===== config.mk =====
export PLATFORM = sky130hd
export DESIGN_NAME = pwm_breath_multi
export DESIGN_NICKNAME = d
export VERILOG_FILES = /design/src/rtl/pwm_breath_multi.sv
export SDC_FILE = /design/constraint.sdc
export NUM_CORES = 1
export LEC_CHECK = 0
export BUFFER_PORTS_ARGS = -buffer_cell sky130_fd_sc_hd__buf_2
export CAP_MARGIN = 25
export CELL_PAD_IN_SITES_DETAIL_PLACEMENT = 1
export CELL_PAD_IN_SITES_GLOBAL_PLACEMENT = 1
export CORE_MARGIN = 3
export CORE_UTILIZATION = 47
export CTS_CLUSTER_SIZE = 14
export DETAILED_ROUTE_END_ITERATION = 8
export PLACE_DENSITY = 0.91
export RECOVER_POWER = 100
export SKIP_CTS_REPAIR_TIMING = 1
export SYNTH_ARGS = -nofsm -noshare
export SYNTH_HDL_FRONTEND = slang
export SYNTH_SLANG_ARGS = --single-unit
export TNS_END_PERCENT = 1

===== constraint.sdc =====
create_clock -name clk -period 3.9 [get_ports clk]
set_input_delay 0.195 -clock clk [delete_from_list [all_inputs] [get_ports clk]]
set_output_delay 0.195 -clock clk [all_outputs]
set_load 0.005 [all_outputs]

===== src/rtl/pwm_breath_multi.sv =====
// Multi-channel PWM LED driver. One shared period counter feeds NUM_CH
// channels, each running off, static-duty, triangular breathing or blink.
module pwm_breath_multi #(
  parameter int unsigned NUM_CH     = 4,
  parameter int unsigned CNT_W      = 16,
  parameter int unsigned PERIOD     = 12000,
  parameter int unsigned STEP       = 1,
  parameter int unsigned BLINK_DIV  = 500,
  parameter int unsigned STAGGER    = 0,
  parameter int unsigned ACTIVE_LOW = 0
) (
  input  logic                    clk,
  input  logic                    rst_n,
  input  logic                    en,
  input  logic [2*NUM_CH-1:0]     mode,
  input  logic [CNT_W*NUM_CH-1:0] duty_in,
  output logic [NUM_CH-1:0]       pwm_out,
  output logic                    period_tick,
  output logic [NUM_CH-1:0]       dir_up
);

  typedef enum logic [1:0] {
    MODE_OFF    = 2'b00,
    MODE_STATIC = 2'b01,
    MODE_BREATH = 2'b10,
    MODE_BLINK  = 2'b11
  } mode_e;

  localparam int unsigned     BW         = (BLINK_DIV > 1) ? $clog2(BLINK_DIV) : 1;
  localparam logic [CNT_W-1:0] PERIOD_C  = CNT_W'(PERIOD);
  localparam logic [CNT_W-1:0] LAST_C    = CNT_W'(PERIOD - 1);
  localparam logic [CNT_W:0]   STEP_C    = (CNT_W+1)'(STEP);
  localparam logic [BW-1:0]    BLINK_LAST = BW'(BLINK_DIV - 1);
  localparam logic             AL        = (ACTIVE_LOW != 0);

  function automatic logic [CNT_W-1:0] init_duty(input int unsigned ch);
    longint unsigned prod;
    prod = longint'(ch) * longint'(PERIOD);
    if (STAGGER != 0) return CNT_W'(prod / longint'(NUM_CH));
    else              return '0;
  endfunction

  logic [CNT_W-1:0]              cnt_q, cnt_d;
  logic                          tick_q, tick_d;
  logic [BW-1:0]                 bcnt_q, bcnt_d;
  logic                          bph_q, bph_d;
  logic                          loaded_q, loaded_d;
  logic [NUM_CH-1:0][1:0]        mode_sh_q, mode_sh_d;
  logic [NUM_CH-1:0][CNT_W-1:0]  duty_sh_q, duty_sh_d;
  logic [NUM_CH-1:0][CNT_W-1:0]  breath_q, breath_d;
  logic [NUM_CH-1:0]             dir_q, dir_d;
  logic [NUM_CH-1:0]             pwm_q, pwm_d;

  logic                          wrap, first, load;
  logic [NUM_CH-1:0][1:0]        mode_cur;
  logic [NUM_CH-1:0][CNT_W-1:0]  duty_cur;
  logic [NUM_CH-1:0][CNT_W-1:0]  eff_duty;

  always_ff @(posedge clk or negedge rst_n) begin
    if (!rst_n) begin
      cnt_q     <= '0;
      tick_q    <= 1'b0;
      bcnt_q    <= '0;
      bph_q     <= 1'b0;
      loaded_q  <= 1'b0;
      mode_sh_q <= '0;
      duty_sh_q <= '0;
      dir_q     <= '1;
      pwm_q     <= {NUM_CH{AL}};
      for (int unsigned i = 0; i < NUM_CH; i++) breath_q[i] <= init_duty(i);
    end else begin
      cnt_q     <= cnt_d;
      tick_q    <= tick_d;
      bcnt_q    <= bcnt_d;
      bph_q     <= bph_d;
      loaded_q  <= loaded_d;
      mode_sh_q <= mode_sh_d;
      duty_sh_q <= duty_sh_d;
      breath_q  <= breath_d;
      dir_q     <= dir_d;
      pwm_q     <= pwm_d;
    end
  end

  always_comb begin
    wrap      = en && (cnt_q == LAST_C);
    first     = en && !loaded_q;
    load      = wrap || first;
    cnt_d     = en ? (wrap ? '0 : cnt_q + CNT_W'(1)) : '0;
    // Tick is registered but aligned with the cycle presenting the last count.
    tick_d    = en && (cnt_d == LAST_C);
    loaded_d  = loaded_q | en;
    mode_sh_d = load ? mode    : mode_sh_q;
    duty_sh_d = load ? duty_in : duty_sh_q;

    bcnt_d = bcnt_q;
    bph_d  = bph_q;
    if (wrap) begin
      if (bcnt_q == BLINK_LAST) begin
        bcnt_d = '0;
        bph_d  = ~bph_q;
      end else begin
        bcnt_d = bcnt_q + BW'(1);
      end
    end

    // The very first enabled cycle must already use the freshly sampled settings.
    mode_cur = first ? mode    : mode_sh_q;
    duty_cur = first ? duty_in : duty_sh_q;

    breath_d = breath_q;
    dir_d    = dir_q;
    eff_duty = '0;
    pwm_d    = {NUM_CH{AL}};
    for (int unsigned i = 0; i < NUM_CH; i++) begin
      if (load && (mode_e'(mode_sh_d[i]) == MODE_BREATH)) begin
        if (mode_e'(mode_sh_q[i]) != MODE_BREATH) begin
          breath_d[i] = init_duty(i);
          dir_d[i]    = 1'b1;
        end else if (dir_q[i]) begin
          if (({1'b0, breath_q[i]} + STEP_C) >= {1'b0, PERIOD_C}) begin
            breath_d[i] = PERIOD_C;
            dir_d[i]    = 1'b0;
          end else begin
            breath_d[i] = breath_q[i] + STEP_C[CNT_W-1:0];
          end
        end else begin
          if ({1'b0, breath_q[i]} <= STEP_C) begin
            breath_d[i] = '0;
            dir_d[i]    = 1'b1;
          end else begin
            breath_d[i] = breath_q[i] - STEP_C[CNT_W-1:0];
          end
        end
      end

      case (mode_e'(mode_cur[i]))
        MODE_OFF:    eff_duty[i] = '0;
        MODE_STATIC: eff_duty[i] = (duty_cur[i] > PERIOD_C) ? PERIOD_C : duty_cur[i];
        MODE_BREATH: eff_duty[i] = breath_q[i];
        MODE_BLINK:  eff_duty[i] = bph_q ? PERIOD_C : '0;
        default:     eff_duty[i] = '0;
      endcase

      pwm_d[i] = en ? ((cnt_q < eff_duty[i]) ^ AL) : AL;
    end
  end

  assign pwm_out     = pwm_q;
  assign period_tick = tick_q;
  assign dir_up      = dir_q;

endmodule


==> impl_metrics.env <==
export IMPL_grt_pass1_wl_mm=78.4
export IMPL_grt_usage=0.307
export IMPL_crit_required_ns=4.31
export IMPL_period_needed_ns=4.00
export IMPL_layoutNonFillerInstCount=2280
export IMPL_hpwl_mm=34.2
export IMPL_outcome="finished, violations left"
export IMPL_synth_enable_flop_cells=0
export IMPL_h_tree_depth=4
export IMPL_layout_common_cells="435 x nand2_1, 168 x dfrtp_1, 145 x nor2_1"
export IMPL_num_vias=14800
export IMPL_dp_cells=2214
export IMPL_hold_violations=16
export IMPL_drt_wirelength_per_cell_um=22.0
export IMPL_firstDrtPassIters=7
export IMPL_placed_area_mm2=0.0146
export IMPL_slowest_stage="dlygate4sd3_1"
export IMPL_slew_violations=0
export IMPL_place_gp_congestion=0.931
export IMPL_netlist_area_mm2=0.0138
export IMPL_cp_cell_sequence="dlygate4sd3_1 -> buf_2 -> nor2b_4 -> buf_4 -> mux2i_1 -> nor2_1 -> a211oi_2 -> nand2_1 -> nor2_1 -> a21oi_1 -> ha_1 -> a21o_1 -> a21o_1 -> a21oi_1 -> o21ai_0 -> o21a_1 -> o21ai_0 -> and3_1"
export IMPL_design_area_mm2=0.0155
export IMPL_area_growth_pct=12.4
export IMPL_synth_warnings=0
export IMPL_cts_made_buffers=17
export IMPL_num_rows=62
export IMPL_ant_nets=0
export IMPL_syn_num_nets=1971
export IMPL_slew_headroom=0.340
export IMPL_root_buffer="clkbuf_16"
export IMPL_seq_area_frac_synth=0.312
export IMPL_end_kind="flip-flop"
export IMPL_cap_violations=0
export IMPL_skew_ns=0.0114
export IMPL_yosysTopAreaCellShare=0.304
export IMPL_grt_pass1_vias=15100
export IMPL_fillers=3639
export IMPL_antenna_found_initial=4
export IMPL_arrival_ns=4.41
export IMPL_min_path_type="in2reg"
export IMPL_cts_sinks=172
export IMPL_io_buffers=83
export IMPL_clk_pin_slew_worst_paths_ns=0.07
export IMPL_yosysUniqueCellTypes=85
export IMPL_critical_path_class="in2reg"
export IMPL_yosysTopAreaCell="dfrtp_1"
export IMPL_cpPeakStageDelay_ns=0.59
export IMPL_async_flop_share=1.00
export IMPL_drive_above_1_share=0.110
export IMPL_start_kind="primary input"
export IMPL_syn_area_per_cell_um2=7.58
export IMPL_worstMarginPinSlew_ns=0.990
export IMPL_core_area_mm2=0.0289
export IMPL_setup_violations=1
export IMPL_dieArea_mm2=0.0315
export IMPL_gr_total_overflow=0
export IMPL_worstPathMaxFanout=11
export IMPL_syn_inst=1822
export IMPL_insertion_delay_ns=0.47
export IMPL_clock_path_buffers=2
export IMPL_avgViaCountPerCell=6.50
export IMPL_cts_tree="yes"
export IMPL_holdWs_ns=-0.0260
export IMPL_post_route_period_util=1.03
export IMPL_pwr_density_cell_mw_per_mm2=321
export IMPL_violations="negative hold slack, negative setup slack"
export IMPL_synth_seq_cells=172
export IMPL_nNetsFinal=2030
export IMPL_grt_max_degree=96
export IMPL_post_place_ws_ns=0.205
export IMPL_p_leak_nw=6.87
export IMPL_start_util=0.478
export IMPL_die_y_um=177
export IMPL_setup_tns_ns=-0.0993
export IMPL_pin_count=84
export IMPL_initialDrtViolationCount=1655
export IMPL_final_common_cell="nand2_1"
export IMPL_synthTopCellsByArea="dfrtp_1 30%, nand2_1 12%, ha_1 6.7%"
export IMPL_wirelength_mm=50.1
export IMPL_vdd_drop_max_v=0.000312
export IMPL_synth_flop_cell="dfrtp_1"
export IMPL_clock_fmax_ghz=0.250
export IMPL_drc_errors=0
export IMPL_setup_slack_ns=-0.0993
export IMPL_dieWidth_um=177
-- cell families (layout without fill, tap and decap cells) --
logic type / count (synthesis) / after routing / share of synthesized area
xor+xnor: 59 / 59 / 0.0374
flops: 172 / 172 / 0.312
other cells: 0 / 2 / 0
mux: 22 / 22 / 0.0162
simple gates: 928 / 928 / 0.318
fa+ha+maj: 74 / 74 / 0.0671
buf+inv: 145 / 217 / 0.0439
compound gates: 422 / 422 / 0.205
-- metrics by stage --
stage | hold slack (ns) | power [mW] | util
after floorplan | -0.101 | 2.67 | -
after global placement | 0.356 | 3.00 | 0.505
after detailed placement | 0.371 | 3.07 | 0.505
after CTS | -0.125 | 4.95 | 0.527
after global routing | -0.00565 | 5.20 | 0.538
final | -0.0260 | 4.99 | 0.538
-- cells in the mapped netlist, types with 18 or more instances --
cell type / count
a21o_1: 31
a21oi_1: 119
a31oi_1: 18
clkbuf_1: 85
dfrtp_1: 168
ha_1: 74
inv_1: 27
mux2i_1: 19
nand2_1: 435
nand2b_1: 19
nand3_1: 80
nand4_1: 32
nor2_1: 145
nor2b_1: 31
nor3_1: 44
nor4_1: 19
o21ai_0: 82
xnor2_1: 25
xor2_1: 34
-- critical path: cells and delay by family --
kind	cells	cell delay, ns
AOI/OAI and AO/OA	8	1.46
adders and majority gates	1	0.20
buffers and inverters	3	0.95
muxes	1	0.37
and+or+nand+nor	5	1.22
-- final cells by class --
class / instances / area (um^2) / share of cell area
repair buffers: 158 / 1080 / 0.0696
clock buffers: 20 / 457 / 0.0294
clock inverters: 12 / 160 / 0.0103
well taps: 384 / 480 / 0.0310
flip-flops and latches: 172 / 4310 / 0.278
multi-input cells: 1505 / 8930 / 0.575
inverters: 27 / 101 / 0.00653
diodes: 2 / 5.00 / 0.000322
-- metal layers --
layer  track usage  part of all wire  vias up
met5             0           0.00054        -
met4         0.122             0.033        4
met3        0.0535             0.067      159
met2         0.520              0.48      647
met1         0.390              0.41     7373
li1              -                 -     6648
-- flip-flops by register name, summed over array words and instances (netlist names) --
register / cells
breath_q: 64
duty_sh_q: 64
cnt_q: 16
bcnt_q: 9
mode_sh_q: 8
dir_up: 4
pwm_out: 4
bph_q: 1
loaded_q: 1
period_tick: 1
-- report_power, final --
group	internal, mW	total, mW	switching (mW)
logic	0.391	1.03	0.635
registers	1.91	2.09	0.181
clock network	1.05	1.87	0.822
-- worst paths after layout --
check | end | from | slack [ns] | cells after the start
setup / recovery | pwm_out[2] | en | -0.1 | 18
hold / removal | duty_sh_q[16] | duty_in[16] | -0.03 | 3
setup reg to reg | pwm_out[2] | loaded_q | -0.02 | 16
hold reg to reg | duty_sh_q[30] | duty_sh_q[30] | 0.48 | 2
max in group asynchronous | dir_up[0] | rst_n | 2.40 | 3
min in group asynchronous | breath_q[48] | rst_n | 0.38 | 2
Note: power is estimated with default switching activity, not from simulation.
